## src/rtl/alu_uart_sequencer.sv

```systemverilog
// Byte-stream sequencer for the 8-bit ALU: collects A, B and opcode from the
// UART receiver, then hands the ALU result to the transmitter.
module alu_uart_sequencer #(
    parameter int NB_DATA     = 8,
    parameter int NB_OPE      = 6,
    parameter int TIMEOUT_CYC = 1000000
) (
    input  logic               i_clock,
    input  logic               i_reset,
    input  logic [NB_DATA-1:0] i_rx_data,
    input  logic               i_rx_done,
    input  logic [NB_DATA-1:0] i_alu_result,
    output logic [NB_DATA-1:0] o_alu_dato_a,
    output logic [NB_DATA-1:0] o_alu_dato_b,
    output logic [NB_OPE-1:0]  o_alu_ope_sel,
    output logic [NB_DATA-1:0] o_tx_data,
    output logic               o_tx_start,
    input  logic               i_tx_done,
    output logic               o_busy,
    output logic               o_timeout,
    output logic               o_drop
);

    localparam int NB_CNT = $clog2(TIMEOUT_CYC) + 1;
    localparam logic [NB_CNT-1:0] CNT_LAST = NB_CNT'(TIMEOUT_CYC - 1);
    localparam logic [NB_CNT-1:0] CNT_MAX  = '1;

    typedef enum logic [2:0] {
        WAIT_A,
        WAIT_B,
        WAIT_OP,
        EXEC,
        WAIT_TX
    } state_t;

    state_t            state;
    logic [NB_CNT-1:0] cnt;
    logic [NB_CNT-1:0] cnt_inc;
    logic              expire;

    // Saturating increment; expiry fires on the edge the count reaches its last value
    assign cnt_inc = (cnt == CNT_MAX) ? cnt : cnt + NB_CNT'(1);
    assign expire  = (cnt_inc == CNT_LAST);
    assign o_busy  = (state == EXEC) || (state == WAIT_TX);

    always_ff @(posedge i_clock or negedge i_reset) begin
        if (!i_reset) begin
            state         <= WAIT_A;
            cnt           <= '0;
            o_alu_dato_a  <= '0;
            o_alu_dato_b  <= '0;
            o_alu_ope_sel <= '0;
            o_tx_data     <= '0;
            o_tx_start    <= 1'b0;
            o_timeout     <= 1'b0;
            o_drop        <= 1'b0;
        end else begin
            o_tx_start <= 1'b0;
            o_timeout  <= 1'b0;
            o_drop     <= 1'b0;
            unique case (state)
                WAIT_A: begin
                    cnt <= '0;
                    if (i_rx_done) begin
                        o_alu_dato_a <= i_rx_data;
                        state        <= WAIT_B;
                    end
                end
                WAIT_B: begin
                    if (i_rx_done) begin
                        o_alu_dato_b <= i_rx_data;
                        cnt          <= '0;
                        state        <= WAIT_OP;
                    end else if (expire) begin
                        o_timeout <= 1'b1;
                        cnt       <= '0;
                        state     <= WAIT_A;
                    end else begin
                        cnt <= cnt_inc;
                    end
                end
                WAIT_OP: begin
                    if (i_rx_done) begin
                        o_alu_ope_sel <= i_rx_data[NB_OPE-1:0];
                        cnt           <= '0;
                        state         <= EXEC;
                    end else if (expire) begin
                        o_timeout <= 1'b1;
                        cnt       <= '0;
                        state     <= WAIT_A;
                    end else begin
                        cnt <= cnt_inc;
                    end
                end
                EXEC: begin
                    o_tx_data  <= i_alu_result;
                    o_tx_start <= 1'b1;
                    o_drop     <= i_rx_done;
                    cnt        <= '0;
                    state      <= WAIT_TX;
                end
                WAIT_TX: begin
                    o_drop <= i_rx_done;
                    // A done pulse overlapping the start pulse cannot belong to it
                    if (i_tx_done && !o_tx_start) begin
                        state <= WAIT_A;
                    end
                end
                default: state <= WAIT_A;
            endcase
        end
    end

endmodule

```

## config.mk

```make
export PLATFORM = sky130hd
export DESIGN_NAME = alu_uart_sequencer
export DESIGN_NICKNAME = d
export VERILOG_FILES = /design/src/rtl/alu_uart_sequencer.sv
export SDC_FILE = /design/constraint.sdc
export NUM_CORES = 1
export LEC_CHECK = 0
export BUFFER_PORTS_ARGS = -buffer_cell sky130_fd_sc_hd__buf_2
export CAP_MARGIN = 10
export CORE_MARGIN = 3
export CORE_UTILIZATION = 50
export DETAILED_ROUTE_END_ITERATION = 10
export PLACE_DENSITY = 0.73
export SYNTH_ARGS = -nofsm -noshare
export SYNTH_HDL_FRONTEND = slang
export SYNTH_SLANG_ARGS = --single-unit
export TNS_END_PERCENT = 30
```

## constraint.sdc

```tcl
create_clock -name i_clock -period 5.37 [get_ports i_clock]
set_input_delay 1.074 -clock i_clock [delete_from_list [all_inputs] [get_ports i_clock]]
set_output_delay 1.074 -clock i_clock [all_outputs]
set_load 0.01 [all_outputs]
```

# Yosys cells after proc, flatten, opt, wreduce, memory -nomap -nowiden

Index checks and enable logic that the tools add are counted.

Flip-flop bits (word level): 57
Latch bits: 0
Memory bits (writable): 0
Bits in read-only memories: 0
Input bits: 20
Output and inout bits: 34
Word-level logic and storage cells: 45
Memories: 0

Add/sub/neg operators: 1
$mul: 0
Divide/modulo/power cells: 0
Magnitude comparators: 0
Eq/ne operators: 8
Shift-type cells: 0
Multiplexer cells: 15
Bitwise logic cells: 0
Reduce and logical (&&, ||, !) cells: 12

Operators by type and width:

| cell                                                   | count |
|---|---|
| two-way mux 21 bit                                     | 3 |
| one-hot mux 21 bit (2 select lines)                    | 1 |
| adder 21 x 1 -> 21 bit (second input constant)         | 1 |
| == test 21 x 20 -> 1 bit (second input constant)       | 1 |
| == test 21 bit (second input constant)                 | 1 |
| two-way mux 3 bit                                      | 5 |
| one-hot mux 3 bit (5 select lines)                     | 1 |
| AND reduction 2 bit                                    | 4 |
| == test 3 x 2 -> 1 bit (second input constant)         | 2 |
| OR reduction 2 bit                                     | 3 |
| two-way mux 1 bit                                      | 5 |
| == test 3 x 1 -> 1 bit (second input constant)         | 1 |
| == test 3 bit (second input constant)                  | 1 |
| logical NOT 3 bit                                      | 1 |
| inequality test 2 x 1 -> 1 bit (second input constant) | 1 |
| inequality test 2 bit (second input constant)          | 1 |
| nonzero test 2 bit                                     | 1 |
| logical AND 1 bit                                      | 1 |
| logical NOT 1 bit                                      | 1 |
| logical OR 1 bit                                       | 1 |

# Longest topological paths before layout

Word-level depth: 6
Gate-level depth with buffers: 11
Depth with buffers taken out: 8

# Worst setup path after synthesis

No wires, ideal clock.

Kind: reg2reg
From: register cnt[0]
To: register cnt[19]
Data arrival time: 2827 ps
Data required time: 5233 ps
Setup slack: 2406 ps
Cell stages (with the launch flop): 12
Path buffers: 3
Clock period less this slack: 2964 ps
Path through: dfrtp_1 ha_1 nand3_2 or4_1 buf_2 o311ai_4 xor2_1 or4b_1 buf_6 buf_6 nand4_1 o311ai_2

Word-level cells in the longest chain between the ends: 6
Elaborated cells on any way between the ends: 7
Classes of those cells: 1 x add/sub; 2 x eq/ne; 4 x mux

Ends and longest elaborated chain:

| what                                                     | RTL line | RTL |
|---|---|---|
| start: declaration                                       | 37       | `logic [NB_CNT-1:0] cnt;` |
| start signal: assignment                                 | 79       | `cnt <= cnt_inc;` |
| start signal: assignment                                 | 92       | `cnt <= cnt_inc;` |
| adder 21 x 1 -> 21 bit or == test 21 bit (tied branches) | 42       | `assign cnt_inc = (cnt == CNT_MAX) ? cnt : cnt + NB_CNT'(1);` |
| two-way mux 21 bit (*)                                   | 42       |  |
| == test 21 x 20 -> 1 bit                                 | 43       | `assign expire = (cnt_inc == CNT_LAST);` |
| two-way mux 21 bit (*)                                   | 74, 87   |  |
| two-way mux 21 bit (*)                                   | 70       | `if (i_rx_done) begin` |
| one-hot mux 21 bit (2 select lines) (*)                  | 61       | `unique case (state)` |

Mark *: on every way between the ends. The rest lies on a longest branch, timed or not.
A chain may end at the register's enable or synchronous reset.

# Worst setup path in the final report

From: register cnt[0]
To: register cnt[4]

Same word-level chain as after synthesis.

==> impl_results.md <==
* Slew HR at between 20% and 30%
* Max-slew violations at 0
* Fmax at 285 MHz
* DIE AREA at around 7000 µm²
* Crit Path Category: reg2reg
* Share of cells above drive strength 1 at ~29%
* Critical Path RT at about 5.6 ns
* VDD IR max at 0.352 mV
* Tcrit/Tclk final at about 65%
* Max-Cap Viols at 0
* Longest Clk Path Bufs at 2
* Final antenna-violating net count at 0
* RSZ-0062 raised after global routing: no
* Status: completed
* Endpoints failing hold at 0
* Starting density of the core at 52.9%
* EDFF count, synth at 0
* Vias per cell at between 5 and 6
* Clock sink total at between 50 and 60
* First-pass GRT wire length at roughly 12,000 µm
* PostCTS Resize Cnt at 0
* Pwr Total at 0.00157 W
* Hold path depth at 2
* Global Route Usage Sum at approximately a fifth
* Drt drc at 0
* Setup TNS at 0 ns
* Initial antenna violation count at 0
* DR WL/cell at about 16 µm
* Die Y at 83.0 µm
* I/O pin cnt at 54
* Commonest non-fill, non-tap cell in the layout: dfrtp_1
* Final net count at between 300 and 400
* Core Rows at 27
* Mapped Nets at 324
* Final setup vio count at 0
* P_leak at 1.52 nW
* Post-CTS setup buffers at 0
* Most frequent cells in the layout: dfrtp_1 (57), nand2_1 (54), buf_2 (53)
* Final Util at roughly three fifths
* Sequential area share after synthesis at 48.1%
* Critical Path AT at 3.72 ns
* CTS buffer count at 9
* Cell Area, Synth at 2970 µm²
* Gr ovfl total at 0
* CTS tree: built
* Mapped Avg Cell Area at 9.79 µm²
* Hold_buf cts at 0
* Synth warnings at 0
* Distinct cells, synth at between 50 and 60
* Post-layout min period at approximately 3.5 ns
* Clk_skew at about 0.0045 ns
* Type of the worst min-delay path: reg2reg
* H-tree levels at 3
* Fin Hold WS at approximately 0.47 ns
* Worst-path clk slew at around 0.070 ns
* Chip width at 83.0 µm
* IO buf count at between 50 and 60
* GPL Wtd Cong at 0.968
* Power per cell area at approximately 460 nW/µm²
* Initial DRC count at 220
* Crit. End Element: register
* P&R area growth vs syn at 15.7%
* Clk Tree Root Cell: clkbuf_8
* Diodes inserted at 0
* Critical Path Fanout Max at 16
* Vias at roughly 2.5k
* Post-synthesis async set-or-reset flop share at between 90% and 100%
* Worst skew pair latency at about 0.34 ns
* Final Cell Area at ~3400 µm²
* Largest net degree at the start of global routing at slightly below 60
* Reg2Reg Depth at 8
* Area after DPL at 3250 µm²
* Mapped Cells at 303
* Startpoint Class: register
* Top FF cell, synth: dfrtp_1
* Routed WL at just under 7000 µm
* Seq cells post-synth at between 50 and 60
* Vias in the first global route at about 2.5k
* Slew @ Worst Pin at approximately 1.2 ns
* Pre-antenna DRT Iters at 4
* Core Area at 5610 µm²
* DPL Wire Length at approximately 4700 µm
## per-stage QoR
step | instances | worst slack [ns]
3_5_place_dp | 413 | 1.93
6_report | 427 | 1.86
2_1_floorplan | 303 | 2.41
5_1_grt | 427 | 1.70
4_1_cts | 427 | 1.92
3_3_place_gp | 413 | 2.05
## cell type report
cell class                 count  area [µm²]
fill                         493        2180
timing repair buffer          56         288
clock inverter                 3        42.5
multi-input combinational    220        1410
tap                           72        90.1
clock buffer                  11         141
sequential                    57        1430
inverter                       8        30.0
## critical path: stages, from the launching register on
cell	delay (ns)
dfrtp_1	0.46
ha_1	0.24
nand3_2	0.15
or4_1	0.70
o311ai_4	0.38
xor2_1	0.14
or4b_1	0.86
a31oi_1	0.31
o22ai_1	0.12
## synth_stat cells, types with 2 or more instances
| cell | n | area, µm² |
|---|---|---|
| mux2_2 | 22 | 248 |
| buf_2 | 3 | 15.0 |
| o21ai_0 | 11 | 55.1 |
| nand4_1 | 9 | 56.3 |
| nor4b_1 | 2 | 17.5 |
| nand3_1 | 16 | 80.1 |
| xor2_1 | 3 | 26.3 |
| nand2b_1 | 3 | 18.8 |
| o211ai_1 | 2 | 15.0 |
| clkbuf_2 | 3 | 15.0 |
| clkbuf_1 | 8 | 30.0 |
| buf_6 | 3 | 33.8 |
| dfrtp_1 | 57 | 1430 |
| o311ai_0 | 3 | 26.3 |
| a31oi_1 | 7 | 43.8 |
| and3_1 | 3 | 18.8 |
| nor4_1 | 4 | 25.0 |
| xnor2_1 | 3 | 26.3 |
| nor2_1 | 19 | 71.3 |
| or4_1 | 2 | 15.0 |
| a21oi_1 | 7 | 35.0 |
| and2_1 | 2 | 12.5 |
| inv_1 | 7 | 26.3 |
| or3_1 | 4 | 25.0 |
| a211oi_1 | 2 | 15.0 |
| o22ai_1 | 4 | 25.0 |
| a21o_1 | 3 | 22.5 |
| o31ai_1 | 4 | 30.0 |
| nand2_1 | 54 | 203 |
| nor3_1 | 7 | 35.0 |
| nor2b_1 | 2 | 12.5 |
## where the power goes
part	internal [W]	switching [W]	leakage (nW)	total [W]
clock	0.000221	0.000169	0.0913	0.000390
sequential	0.000564	0.000101	0.730	0.000665
combinational	0.000240	0.000275	0.694	0.000515
total	0.00103	0.000545	1.52	0.00157
## path summary, 6_finish.rpt
check,startpoint,endpoint,slack [ns]
setup / recovery,cnt[0],cnt[4],1.86
hold / removal,o_tx_data[4],o_tx_data[4],0.47
setup reg to reg,cnt[0],cnt[4],1.86
hold reg to reg,o_tx_data[4],o_tx_data[4],0.47
max in group asynchronous,i_reset,cnt[8],4.02
min in group asynchronous,i_reset,cnt[11],0.87
## kinds of logic after synthesis
family                     share of synthesized area, %
and+or+nand+nor                                    24.2
DFF                                                48.1
AOI/OAI and AO/OA                                  12.2
buffers and inverters                              4.43
muxes                                              8.35
xor gates and xnor gates                           2.32
adders and majority gates                         0.422
## routing by layer
layer,wire [µm],share of wire [%],track usage [%],vias up
met1,3060,44,27.2,1226
met5,0,0,0,-
met4,123,1.8,8.47,0
met2,3250,47,34.0,80
li1,-,-,-,1189
met3,465,6.7,6.55,14
## registers in the layout, summed over array words and instances (netlist names)
signal,count
o_alu_ope_sel,6
o_timeout,1
o_drop,1
o_tx_data,8
state,3
cnt,21
o_tx_start,1
o_alu_dato_a,8
o_alu_dato_b,8
Note: power is estimated with default switching activity, not from simulation.
